===== config.mk =====
export PLATFORM = sky130hd
export DESIGN_NAME = instr_encoder_flat
export DESIGN_NICKNAME = d
export VERILOG_FILES = /design/src/rtl/instr_encoder_if.sv /design/src/rtl/instr_encoder.sv /design/src/flat_wrapper.sv
export SDC_FILE = /design/constraint.sdc
export NUM_CORES = 1
export LEC_CHECK = 0
export ABC_AREA = 1
export BUFFER_PORTS_ARGS = -buffer_cell sky130_fd_sc_hd__buf_2
export CAP_MARGIN = 5
export CORE_ASPECT_RATIO = 1.25
export CORE_MARGIN = 2
export CORE_UTILIZATION = 51
export DETAILED_ROUTE_END_ITERATION = 8
export PLACE_DENSITY = 0.92
export SETUP_SLACK_MARGIN = 0.15
export SLEW_MARGIN = 20
export SYNTH_ARGS = -nofsm -noshare
export SYNTH_HDL_FRONTEND = slang
export SYNTH_SLANG_ARGS = --single-unit

===== constraint.sdc =====
create_clock -name clk -period 1.5 [get_ports clk]
set_input_delay 0.15 -clock clk [delete_from_list [all_inputs] [get_ports clk]]
set_output_delay 0.15 -clock clk [all_outputs]
set_load 0.01 [all_outputs]

===== src/rtl/instr_encoder_if.sv =====
// Request and instruction-memory write bundle for instr_encoder.
// The master side issues requests and observes the memory writes.
interface instr_encoder_if #(
   parameter int unsigned ADDR_W = 8
);
   logic              in_valid;
   logic              in_ready;
   logic [3:0]        in_kind;
   logic [4:0]        in_rs;
   logic [4:0]        in_rt;
   logic [4:0]        in_rd;
   logic [25:0]       in_imm;
   logic              imem_we;
   logic [ADDR_W-1:0] imem_addr;
   logic [31:0]       imem_wdata;

   modport master (
      output in_valid, in_kind, in_rs, in_rt, in_rd, in_imm,
      input  in_ready, imem_we, imem_addr, imem_wdata
   );

   modport slave (
      input  in_valid, in_kind, in_rs, in_rt, in_rd, in_imm,
      output in_ready, imem_we, imem_addr, imem_wdata
   );
endinterface


===== src/rtl/instr_encoder.sv =====
// Packs symbolic instruction requests into MIPS words and writes them sequentially
// into instruction memory, one registered write per accepted request.
module instr_encoder #(
   parameter int unsigned ADDR_W    = 8,
   parameter int unsigned BASE_ADDR = 0
) (
   input  logic              clk,
   input  logic              rst_n,
   input  logic              start,
   instr_encoder_if.slave    bus,
   output logic              busy,
   output logic              done,
   output logic              err,
   output logic [ADDR_W:0]   count
);

   localparam logic [ADDR_W-1:0] BaseAddr = ADDR_W'(BASE_ADDR);
   localparam logic [ADDR_W-1:0] LastAddr = '1;
   localparam logic [ADDR_W:0]   CountOne = (ADDR_W + 1)'(1);

   localparam logic [3:0] KAdd  = 4'd0;
   localparam logic [3:0] KSub  = 4'd1;
   localparam logic [3:0] KAnd  = 4'd2;
   localparam logic [3:0] KOr   = 4'd3;
   localparam logic [3:0] KSlt  = 4'd4;
   localparam logic [3:0] KAddi = 4'd5;
   localparam logic [3:0] KLw   = 4'd6;
   localparam logic [3:0] KSw   = 4'd7;
   localparam logic [3:0] KBeq  = 4'd8;
   localparam logic [3:0] KJ    = 4'd9;
   localparam logic [3:0] KNop  = 4'd10;
   localparam logic [3:0] KEnd  = 4'd11;

   typedef enum logic [1:0] {StIdle, StLoad, StDone, StErr} state_e;

   state_e            state_q, state_d;
   logic [ADDR_W-1:0] ptr_q, ptr_d;
   logic [ADDR_W:0]   count_q, count_d;
   logic              we_q, we_d;
   logic [ADDR_W-1:0] addr_q, addr_d;
   logic [31:0]       wdata_q, wdata_d;

   logic        in_ready;
   logic        accept;
   logic        encodable;
   logic [31:0] word;

   // Instruction packing; kinds 11 (END) and 12-15 produce no word.
   always_comb begin
      word      = '0;
      encodable = 1'b1;
      case (bus.in_kind)
         KAdd:  word = {6'h00, bus.in_rs, bus.in_rt, bus.in_rd, 5'h00, 6'h20};
         KSub:  word = {6'h00, bus.in_rs, bus.in_rt, bus.in_rd, 5'h00, 6'h22};
         KAnd:  word = {6'h00, bus.in_rs, bus.in_rt, bus.in_rd, 5'h00, 6'h24};
         KOr:   word = {6'h00, bus.in_rs, bus.in_rt, bus.in_rd, 5'h00, 6'h25};
         KSlt:  word = {6'h00, bus.in_rs, bus.in_rt, bus.in_rd, 5'h00, 6'h2A};
         KAddi: word = {6'h08, bus.in_rs, bus.in_rt, bus.in_imm[15:0]};
         KLw:   word = {6'h23, bus.in_rs, bus.in_rt, bus.in_imm[15:0]};
         KSw:   word = {6'h2B, bus.in_rs, bus.in_rt, bus.in_imm[15:0]};
         KBeq:  word = {6'h04, bus.in_rs, bus.in_rt, bus.in_imm[15:0]};
         KJ:    word = {6'h02, bus.in_imm};
         KNop:  word = 32'h0000_0000;
         default: encodable = 1'b0;
      endcase
   end

   assign in_ready = (state_q == StLoad) && !start;
   assign accept   = bus.in_valid && in_ready;

   always_comb begin
      state_d = state_q;
      ptr_d   = ptr_q;
      count_d = count_q;
      we_d    = 1'b0;
      addr_d  = addr_q;
      wdata_d = wdata_q;
      if (start) begin
         // An in-flight write (we_q) still completes this cycle with its old address.
         state_d = StLoad;
         ptr_d   = BaseAddr;
         count_d = '0;
      end else if (accept) begin
         if (encodable) begin
            we_d    = 1'b1;
            addr_d  = ptr_q;
            wdata_d = word;
            count_d = count_q + CountOne;
            // Filling the last location ends the load; the pointer never wraps.
            if (ptr_q == LastAddr) begin
               state_d = StDone;
            end else begin
               ptr_d = ptr_q + 1'b1;
            end
         end else if (bus.in_kind == KEnd) begin
            state_d = StDone;
         end else begin
            state_d = StErr;
         end
      end
   end

   always_ff @(posedge clk or negedge rst_n) begin
      if (!rst_n) begin
         state_q <= StIdle;
         ptr_q   <= BaseAddr;
         count_q <= '0;
         we_q    <= 1'b0;
         addr_q  <= BaseAddr;
         wdata_q <= '0;
      end else begin
         state_q <= state_d;
         ptr_q   <= ptr_d;
         count_q <= count_d;
         we_q    <= we_d;
         addr_q  <= addr_d;
         wdata_q <= wdata_d;
      end
   end

   assign bus.in_ready   = in_ready;
   assign bus.imem_we    = we_q;
   assign bus.imem_addr  = addr_q;
   assign bus.imem_wdata = wdata_q;

   // done/err are sticky because only start leaves DONE/ERR.
   assign busy  = (state_q == StLoad);
   assign done  = (state_q == StDone);
   assign err   = (state_q == StErr);
   assign count = count_q;

endmodule

===== src/flat_wrapper.sv =====
// flat-port wrapper written by rule: the top's interface ports become plain ports
module instr_encoder_flat 
#(
   parameter int unsigned ADDR_W    = 8,
   parameter int unsigned BASE_ADDR = 0
)
  (clk, rst_n, start, busy, done, err, count, bus_in_valid, bus_in_kind, bus_in_rs, bus_in_rt, bus_in_rd, bus_in_imm, bus_in_ready, bus_imem_we, bus_imem_addr, bus_imem_wdata);
  instr_encoder_if #(.ADDR_W(ADDR_W)) bus_i ();
  input  logic clk;
  input  logic rst_n;
  input  logic start;
  output logic busy;
  output logic done;
  output logic err;
  output logic [ADDR_W:0] count;
  input wire logic [$bits(bus_i.in_valid)-1:0] bus_in_valid;
  input wire logic [$bits(bus_i.in_kind)-1:0] bus_in_kind;
  input wire logic [$bits(bus_i.in_rs)-1:0] bus_in_rs;
  input wire logic [$bits(bus_i.in_rt)-1:0] bus_in_rt;
  input wire logic [$bits(bus_i.in_rd)-1:0] bus_in_rd;
  input wire logic [$bits(bus_i.in_imm)-1:0] bus_in_imm;
  output wire logic [$bits(bus_i.in_ready)-1:0] bus_in_ready;
  output wire logic [$bits(bus_i.imem_we)-1:0] bus_imem_we;
  output wire logic [$bits(bus_i.imem_addr)-1:0] bus_imem_addr;
  output wire logic [$bits(bus_i.imem_wdata)-1:0] bus_imem_wdata;
  assign bus_i.in_valid = bus_in_valid;
  assign bus_i.in_kind = bus_in_kind;
  assign bus_i.in_rs = bus_in_rs;
  assign bus_i.in_rt = bus_in_rt;
  assign bus_i.in_rd = bus_in_rd;
  assign bus_i.in_imm = bus_in_imm;
  assign bus_in_ready = bus_i.in_ready;
  assign bus_imem_we = bus_i.imem_we;
  assign bus_imem_addr = bus_i.imem_addr;
  assign bus_imem_wdata = bus_i.imem_wdata;
  instr_encoder #(.ADDR_W(ADDR_W), .BASE_ADDR(BASE_ADDR)) u_core (.clk(clk), .rst_n(rst_n), .start(start), .bus(bus_i), .busy(busy), .done(done), .err(err), .count(count));
endmodule

After elaboration in Yosys (flattened, before gate mapping):

Index checks and enable logic that the tools add are counted.

* $add $sub $neg: 2
* $mul: 0
* div/mod/pow operators: 0
* magnitude comparators: 0
* equal/unequal tests: 17
* shifts and indexed selects: 0
* mux-type cells: 17
* bitwise logic cells: 1
* reductions and logical operators: 11

Operator list (number)
* $pmux 32 s10: 1
* $mux 8: 4
* $mux 9: 3
* $eq 4x3->1 const B: 4
* $eq 4x4->1 const B: 4
* $reduce_or 11->1: 1
* $add 9x1->9 const B: 1
* $add 8x1->8 const B: 1
* $eq 4x2->1 const B: 2
* $eq 8x8->1 const B: 1
* $mux 2: 4
* $reduce_and 3->1: 2
* $mux 1: 5
* $eq 2x2->1 const B: 2
* $eq 4x1->1 const B: 1
* $logic_not 4->1: 1
* $reduce_and 2->1: 2
* $reduce_bool 2->1: 2
* $ne 3x3->1 const B: 1
* $eq 2x1->1 const B: 1
* $logic_and 1x1->1: 2
* $ne 2x2->1 const B: 1
* $logic_not 1->1: 1
* $not 1->1: 1

* flip-flop bits (word level): 60
* bits in latches: 0
* memory bits (writable): 0
* bits in read-only memories: 0
* output and inout port bits: 54
* logic and storage cells: 54
* memories kept: 0

Longest topological paths before layout:

Gate-level depths: netlist (run 1).

* word-level depth: 6
* mapped depth: 10
* mapped depth without buffers: 9

Worst setup path after synthesis (run 1):

Ideal clock, no wire load.

* path kind: reg2reg
* start point: reg u_core.count_q[0] (netlist: u_core.count[0])
* end point: reg u_core.count_q[4] (netlist: u_core.count[4])
* library setup time: 0.127 ns
* arrival: 1.234 ns
* setup slack: 0.139 ns
* stages on the path, launching flop included: 7
* buffers on the path: 0
* clock period less this slack: 1.361 ns
* cells stage by stage: dfrtp_1 -> ha_1 -> nand2_1 -> nor2_1 -> or2_2 -> nand3_1 -> o21ai_0

* word-level cells in the longest chain between the ends: 4

RTL lines
* from (decl): line instr_encoder.sv:38 `logic [ADDR_W:0] count_q, count_d;`
* from (signal assigned): line instr_encoder.sv:114 `count_q <= count_d;`
* $add 9x1->9: line instr_encoder.sv:88 `count_d = count_q + CountOne;`
* $mux 9: line instr_encoder.sv:84 `if (encodable) begin`
* $mux 9: line instr_encoder.sv:83 `end else if (accept) begin`
* $mux 9: line instr_encoder.sv:78 `if (start) begin`

No other way between the ends. The select of a mux whose other input is x is not followed.
A chain may end at the register's enable or synchronous reset.

Worst setup path in the final report (run 1):

* start point: reg u_core.state_q[1]
* end point: reg u_core.ptr_q[2]

* word-level cells in the longest chain between the ends: 5

RTL lines
* from (decl): line instr_encoder.sv:36 `state_e state_q, state_d;`
* from (signal assigned): line instr_encoder.sv:105 `state_q <= StIdle;`
* from (signal assigned): line instr_encoder.sv:112 `state_q <= state_d;`
* $eq 2x1->1: line instr_encoder.sv:68 `assign in_ready = (state_q == StLoad) && !start;`
* $logic_and 1x1->1: line instr_encoder.sv:68
* $logic_and 1x1->1: line instr_encoder.sv:69 `assign accept = bus.in_valid && in_ready;`
* $reduce_bool 2->1 (no source line)
* $reduce_and 3->1 (no source line)
* to (signal assigned): line instr_encoder.sv:106 `ptr_q <= BaseAddr;`
* to (signal assigned): line instr_encoder.sv:113 `ptr_q <= ptr_d;`
* to (decl): line instr_encoder.sv:37 `logic [ADDR_W-1:0] ptr_q, ptr_d;`

No other way between the ends.

==> results of run 1 <==
[through the flow]
step	utilization [%]	total power [mW]	area [µm²]	setup WS, ps
2_1_floorplan	-	2.386	3110	167.2
3_3_place_gp	61.91	2.710	3626	71.67
3_5_place_dp	61.91	2.745	3626	2.216
4_1_cts	66.35	4.118	3886	133.8
5_1_grt	69.07	4.381	4045	50.98
6_report	69.07	4.175	4045	118.0
[routing by layer]
metal	global-route usage, %	vias up	share of wire [%]
met5	0	-	0
met4	12.12	0	2.6
met3	4.218	25	8.2
met2	39.81	153	50
met1	28.63	1455	39
li1	-	1524	-
[registers in the layout, indices dropped and copies added (netlist names)]
signal and count:
u_core.count 9, u_core.bus.imem_we 1, u_core.bus.imem_addr 8, u_core.ptr_q 8, u_core.bus.imem_wdata 30, u_core.state_q 2
[kinds of logic after synthesis]
family                   after synthesis
AND/OR/NAND/NOR                      259
flip-flops                            58
buffers and inverters                 56
AO/OA/AOI/OAI                         38
adder cells (fa/ha/maj)                2
other                                  1
[final cells by class]
cell class / count / area (µm²) / share of cell area [%]
Multi-Input combinational cell: 302 / 1446 / 35.76
Timing Repair inverter: 1 / 8.758 / 0.2165
Timing Repair Buffer: 121 / 694.4 / 17.17
Clock buffer: 12 / 165.2 / 4.083
Tap cell: 82 / 102.6 / 2.536
Sequential cell: 58 / 1453 / 35.91
Inverter: 40 / 162.7 / 4.021
Clock inverter: 2 / 12.51 / 0.3093
[synthesized netlist by cell type, drive strengths merged]
master / n
nand2: 195
dfrtp: 58
inv: 40
nand3: 35
o21ai: 35
nor2: 23
buf: 15
a21oi: 3
ha: 2
nand4: 2
nor3: 2
or2: 2
clkbuf: 1
conb: 1
[critical path, delay by kind of cell (launching register included)]
family,cells,cell delay (ps)
buf+inv,1,100
simple gates,3,370
compound gates,2,390
flops,1,390
[report_power, final]
part | leakage, nW | switching (mW) | internal, mW
registers | 0.774 | 0.125 | 1.76
logic | 1.42 | 0.562 | 0.403
clock network | 0.0903 | 0.616 | 0.713
total | 2.29 | 1.30 | 2.87
[worst min path at each step]
stage                   start  slack [ps]  cells after the start                                    end
2_1_floorplan           rst_n        -150                      0    u_core.bus.imem_addr[0]$_DFFE_PN0P_
3_3_place_gp            rst_n         170                      2   u_core.bus.imem_wdata[9]$_DFFE_PN0P_
3_5_place_dp            rst_n         180                      2   u_core.bus.imem_wdata[9]$_DFFE_PN0P_
4_1_cts        bus_in_imm[10]          30                      3  u_core.bus.imem_wdata[10]$_DFFE_PN0P_
5_1_grt        bus_in_imm[10]          40                      3  u_core.bus.imem_wdata[10]$_DFFE_PN0P_
6_report       bus_in_imm[10]          40                      3  u_core.bus.imem_wdata[10]$_DFFE_PN0P_
[repair_timing]
item / CTS / global route
gates cloned: 1 / 2
setup buffers: 3 / 7
hold endpoints to repair: 58 / 0
endpoints found under the setup margin: 49 / 59
pin swaps: 1 / 9
gates resized for setup: 9 / 24
hold buffers: 1 / 0
==> impl_results.md, run 1 <==
* Die W at 73.84 µm
* Synth Area per Inst at 7.510 µm²
* Hold Slack at 36.29 ps
* Hpwl dp at 5.243 mm
* CP max FO at 8
* Pins over their slew limit at 0
* Port Buffer Count at 101
* Core footprint at 5857 µm²
* Status: finished clean
* CP required at 1720 ps
* Iteration-0 DRC Markers at 229
* Leakage at 2.285 nW
* Post-Layout Cell Count at 618
* Crit start category: flip-flop
* R2R Path End: u_core.ptr_q[2]$_DFFE_PN0P_
* Drt pass-1 iters at 4
* Starting density of the core at 53.09%
* CP Cell Sequence: inv_2 -> nand2_4 -> o21ai_4 -> nand3_4 -> nand2_2 -> o21ai_1
* Final worst path period need at 1382 ps
* Syn_nets at 465
* RR Startpoint: u_core.state_q[1]$_DFFE_PN0P_
* CP Capture Type: flip-flop
* Compound-gate portion of the synthesized area at 6.237%
* Unique cell type count in the Yosys netlist at 27
* Synth top area cells: dfrtp_1 (47%), nand2_1 (23%), nand3_1 (4.7%), inv_1 (4.3%), o21ai_0 (2.9%)
* Synth Area in Simple Gates at 35.69%
* Largest net degree at the start of global routing at 59
* Initial antenna violation count at 0
* Slowest CP cell: dfrtp_1
* Fill count at 436
* Fraction of layout cells with a size suffix above 1 at 33.40%
* Io pins at 103
* Synth Area in XOR/XNOR at 0%
* Worst min path class: in2reg
* Maximum VDD drop at 0.4371 mV
* Global-route wire length before repair at 12.54 mm
* Routed length per instance at 13.22 µm
* FMAX at 723.6 MHz
* Mux cell area share after synthesis at 0%
* Sequential fraction of the synthesis area at 46.68%
* Routed vias/inst at 5.108
* Worst R2R Path Depth at 6
* Critical path type: reg2reg
* Synthesized flop and latch total at 58
* Placed Cells at 590
* Final WL at 8.171 mm
* Area growth from synthesis to layout at 30.10%
* RSZ-0062 raised after global routing: true
* GP Congestion at 0.7950
* Post-DRT Antenna Nets at 0
* Most common cell after layout, fill and taps aside: nand2_1
* GRT Overall Usage at 23.81%
* Worst Setup SP: u_core.state_q[1]$_DFFE_PN0P_
* Yosys top cell area share at 46.68%
* Num CTS Buffers at 9
* Final cycle utilization of the critical path at 92.13%
* Row count at 31
* Largest family of logic cells by synthesized area: simple AND/OR/NAND/NOR gates
* Sink Count at 58
* Die ar. at 6741 µm²
* R2r setup slk at 120 ps
* Vias in the first global route at 2871
* Setup TNS at 0 ps
* CTS max path bufs at 2
* Max Cap Violations at 0
* Mapped Cells at 414
* Pwr Density at 1032 nW/µm²
* Htree depth at 3
* Final Skew at 5.739 ps
* CP arrival at 1600 ps
* Remaining global-route overflow at 0
* Yosys warning count at 0
* NumNets Final at 584
* Final setup vio count at 0
* Fin. Hold Viols at 0
* CTS tree: done
* Worst-Skew Late Latency at 340 ps
* Residual DRC at 0
* Clock root cell: clkbuf_8
* Die span in y at 91.30 µm
* Setup crit end: u_core.ptr_q[2]$_DFFE_PN0P_
* Clock slew at reported path FFs at 70 ps
* Post-synthesis adder-cell area fraction at 0.8048%
* Cell taking the most area after synthesis: dfrtp_1
* Most frequent cells in the layout: nand2_1 (181), buf_2 (101), dfrtp_1 (57), inv_1 (34), nand3_1 (27)
* ANT cells at 0
* Post-Synthesis Cell Area at 3109 µm²
* Crit path largest cell delay at 390 ps
* Vias at 3157
Power figures use the tool's default switching activity.
==> run 2, diff against run 1 <==
--- a/config.mk
+++ b/config.mk
@@ -10,9 +10,8 @@
 export CAP_MARGIN = 5
 export CORE_ASPECT_RATIO = 1.25
 export CORE_MARGIN = 2
-export CORE_UTILIZATION = 51
+export CORE_UTILIZATION = 35
 export DETAILED_ROUTE_END_ITERATION = 8
-export PLACE_DENSITY = 0.92
 export SETUP_SLACK_MARGIN = 0.15
 export SLEW_MARGIN = 20
 export SYNTH_ARGS = -nofsm -noshare
==> run 2 against run 1 <==
Effect of this change:
- flip-flop and latch count stayed put
- die area is 43% higher
- setup slack worse by 12 ps
- register-to-register slack hardly changed
- sequential power hardly changed
- cell area is 6.5% higher
- maximum frequency is 0.87% lower
==> impl_results.md, run 2 (synthesized netlist as in run 1, its figures left out) <==
* Status: finished clean
* CP Capture Type: flip-flop
* Global-route wire length before repair at 12.88 mm
* RSZ-0062 raised after global routing: true
* Row count at 38
* WHS Path Cells at 3
* Drt pass-1 iters at 4
* Sw frac at 31.56%
* Final worst path period need at 1394 ps
* Worst-Skew Late Latency at 340 ps
* Pint at 2.846 mW
* Fill count at 859
* CP dominant cell by count: buf_12
* Largest net degree at the start of global routing at 59
* R2R Path End: u_core.bus.imem_wdata[6]$_DFFE_PN0P_
* Final Skew at 9.250 ps
* CP max FO at 6
* CP required at 1780 ps
* CP Cell Sequence: inv_2 -> nand4_4 -> nor2_4 -> buf_12 -> buf_12 -> clkbuf_16 -> nand3_2 -> nand2_1
* NumNets Final at 584
* Post-Layout Cell Count at 658
* Worst min path class: in2reg
* Most Crowded Layer GR: met2
* FMAX at 717.3 MHz
* Clock root cell: clkbuf_8
* Met2 Use GR at 28.41%
* Final setup vio count at 0
* R2r setup slk at 110 ps
* Max reg flops at 30
* Reg power frac at 45.1%
* Final cycle utilization of the critical path at 92.94%
* Pwr Density at 964.9 nW/µm²
* Die W at 88.30 µm
* Logic pwr share at 25.1%
* Remaining global-route overflow at 0
* Fraction of layout cells with a size suffix above 1 at 36.62%
* Setup ws final at 105.9 ps
* Clock slew at reported path FFs at 60 ps
* Vias in the first global route at 2813
* Fin. Hold Viols at 0
* Worst R2R Path Depth at 8
* Residual DRC at 0
* Crit start category: flip-flop
* Clock share of power at 29.8%
* Fin util at 49.80%
* Io pins at 103
* Leakage at 2.400 nW
* Slowest CP cell: dfrtp_1
* CTS tree: done
* Starting density of the core at 35.93%
* Final WL at 8.435 mm
* Hold Slack at 30.58 ps
* CTS max path bufs at 2
* Initial antenna violation count at 0
* Crit path largest cell delay at 390 ps
* Most frequent cells in the layout: nand2_1 (168), buf_2 (100), dfrtp_1 (55), inv_1 (33), nand3_1 (26)
* P_sw at 1.312 mW
* Die ar. at 9658 µm²
* Port Buffer Count at 101
* Die span in y at 109.4 µm
* Place WS at 41.01 ps
* Setup TNS at 0 ps
* Pins over their slew limit at 0
* Htree depth at 3
* Met1 usage at 20.51%
* Critical path type: reg2reg
* Maximum VDD drop at 0.3680 mV
* CP arrival at 1670 ps
* Num CTS Buffers at 9
* Post-DRT Antenna Nets at 0
* ANT cells at 0
* RR Startpoint: u_core.state_q[1]$_DFFE_PN0P_
* Sink Count at 58
* GP Congestion at 0.7840
* Worst hold start: bus_in_imm[9]
* Met3 usage at 4.204%
* Placed Cells at 628
* Most common cell after layout, fill and taps aside: nand2_1
* Iteration-0 DRC Markers at 67
* Area growth from synthesis to layout at 38.59%
* Worst Hold End: u_core.bus.imem_wdata[9]$_DFFE_PN0P_
* Hpwl dp at 5.351 mm
* GRT Overall Usage at 17.20%
* Max Cap Violations at 0
* Routed vias/inst at 4.625
* Routed length per instance at 12.82 µm
* Vias at 3043
* Core footprint at 8653 µm²
[run 2: critical path, delay by kind of cell, from the launching register on]
| family | cells | cell delay, ps |
|---|---|---|
| and+or+nand+nor | 4 | 380 |
| DFF | 1 | 390 |
| buffers and inverters | 4 | 540 |
[run 2: what timing repair did]
action                                  4_1_cts  5_1_grt
gates cloned                                  2        4
endpoints found under the hold margin        58        0
setup buffers                                 3        4
hold buffers                                  1        0
gates resized for setup                       9       54
pin swaps                                     1       18
endpoints found under the setup margin       34       60
[run 2: how the worst max path moves through the flow]
stage / from / end / slack [ps] / cells after the start
detailed placement: u_core.ptr_q[0]$_DFFE_PN0P_ / u_core.ptr_q[7]$_DFFE_PN0P_ / 40 / 7
floorplan: u_core.count[0]$_DFFE_PN0P_ / u_core.count[4]$_DFFE_PN0P_ / 170 / 6
finish: u_core.state_q[1]$_DFFE_PN0P_ / u_core.bus.imem_wdata[6]$_DFFE_PN0P_ / 110 / 8
CTS: u_core.state_q[1]$_DFFE_PN0P_ / bus_in_ready / 110 / 5
global placement: u_core.ptr_q[0]$_DFFE_PN0P_ / u_core.ptr_q[7]$_DFFE_PN0P_ / 100 / 7
global route: u_core.state_q[1]$_DFFE_PN0P_ / u_core.bus.imem_wdata[25]$_DFFE_PN0P_ / 30 / 8
[run 2: stage by stage]
stage / instance area (µm²) / power, mW
3_3_place_gp: 3686 / 2.738
5_1_grt: 4309 / 4.415
3_5_place_dp: 3686 / 2.754
2_1_floorplan: 3110 / 2.386
4_1_cts: 3965 / 4.072
6_report: 4309 / 4.158
[run 2: area by class of cell]
type | instances | area [µm²] | share of cell area, %
clock buffers | 13 | 148.9 | 3.455
flip-flops and latches | 58 | 1455 | 33.77
inverters | 40 | 165.2 | 3.833
multi-input cells | 301 | 1535 | 35.63
well taps | 120 | 150.1 | 3.484
clock inverters | 3 | 15.01 | 0.3484
repair buffers | 123 | 839.6 | 19.48
[run 2: power groups by stage]
stage | Sequential, mW | Combinational, mW | Clock [mW]
after global routing | 1.89 | 1.17 | 1.36
after detailed placement | 1.91 | 0.843 | 0
after CTS | 1.86 | 0.931 | 1.28
after floorplan | 1.99 | 0.396 | 0
final | 1.87 | 1.04 | 1.24
after global placement | 1.90 | 0.836 | 0
[run 2: metal layers]
| layer | up-vias | routed length, µm |
|---|---|---|
| li1 | 1530 | - |
| met3 | 13 | 462 |
| met4 | 0 | 167 |
| met5 | - | 0 |
| met2 | 94 | 4261 |
| met1 | 1406 | 3543 |
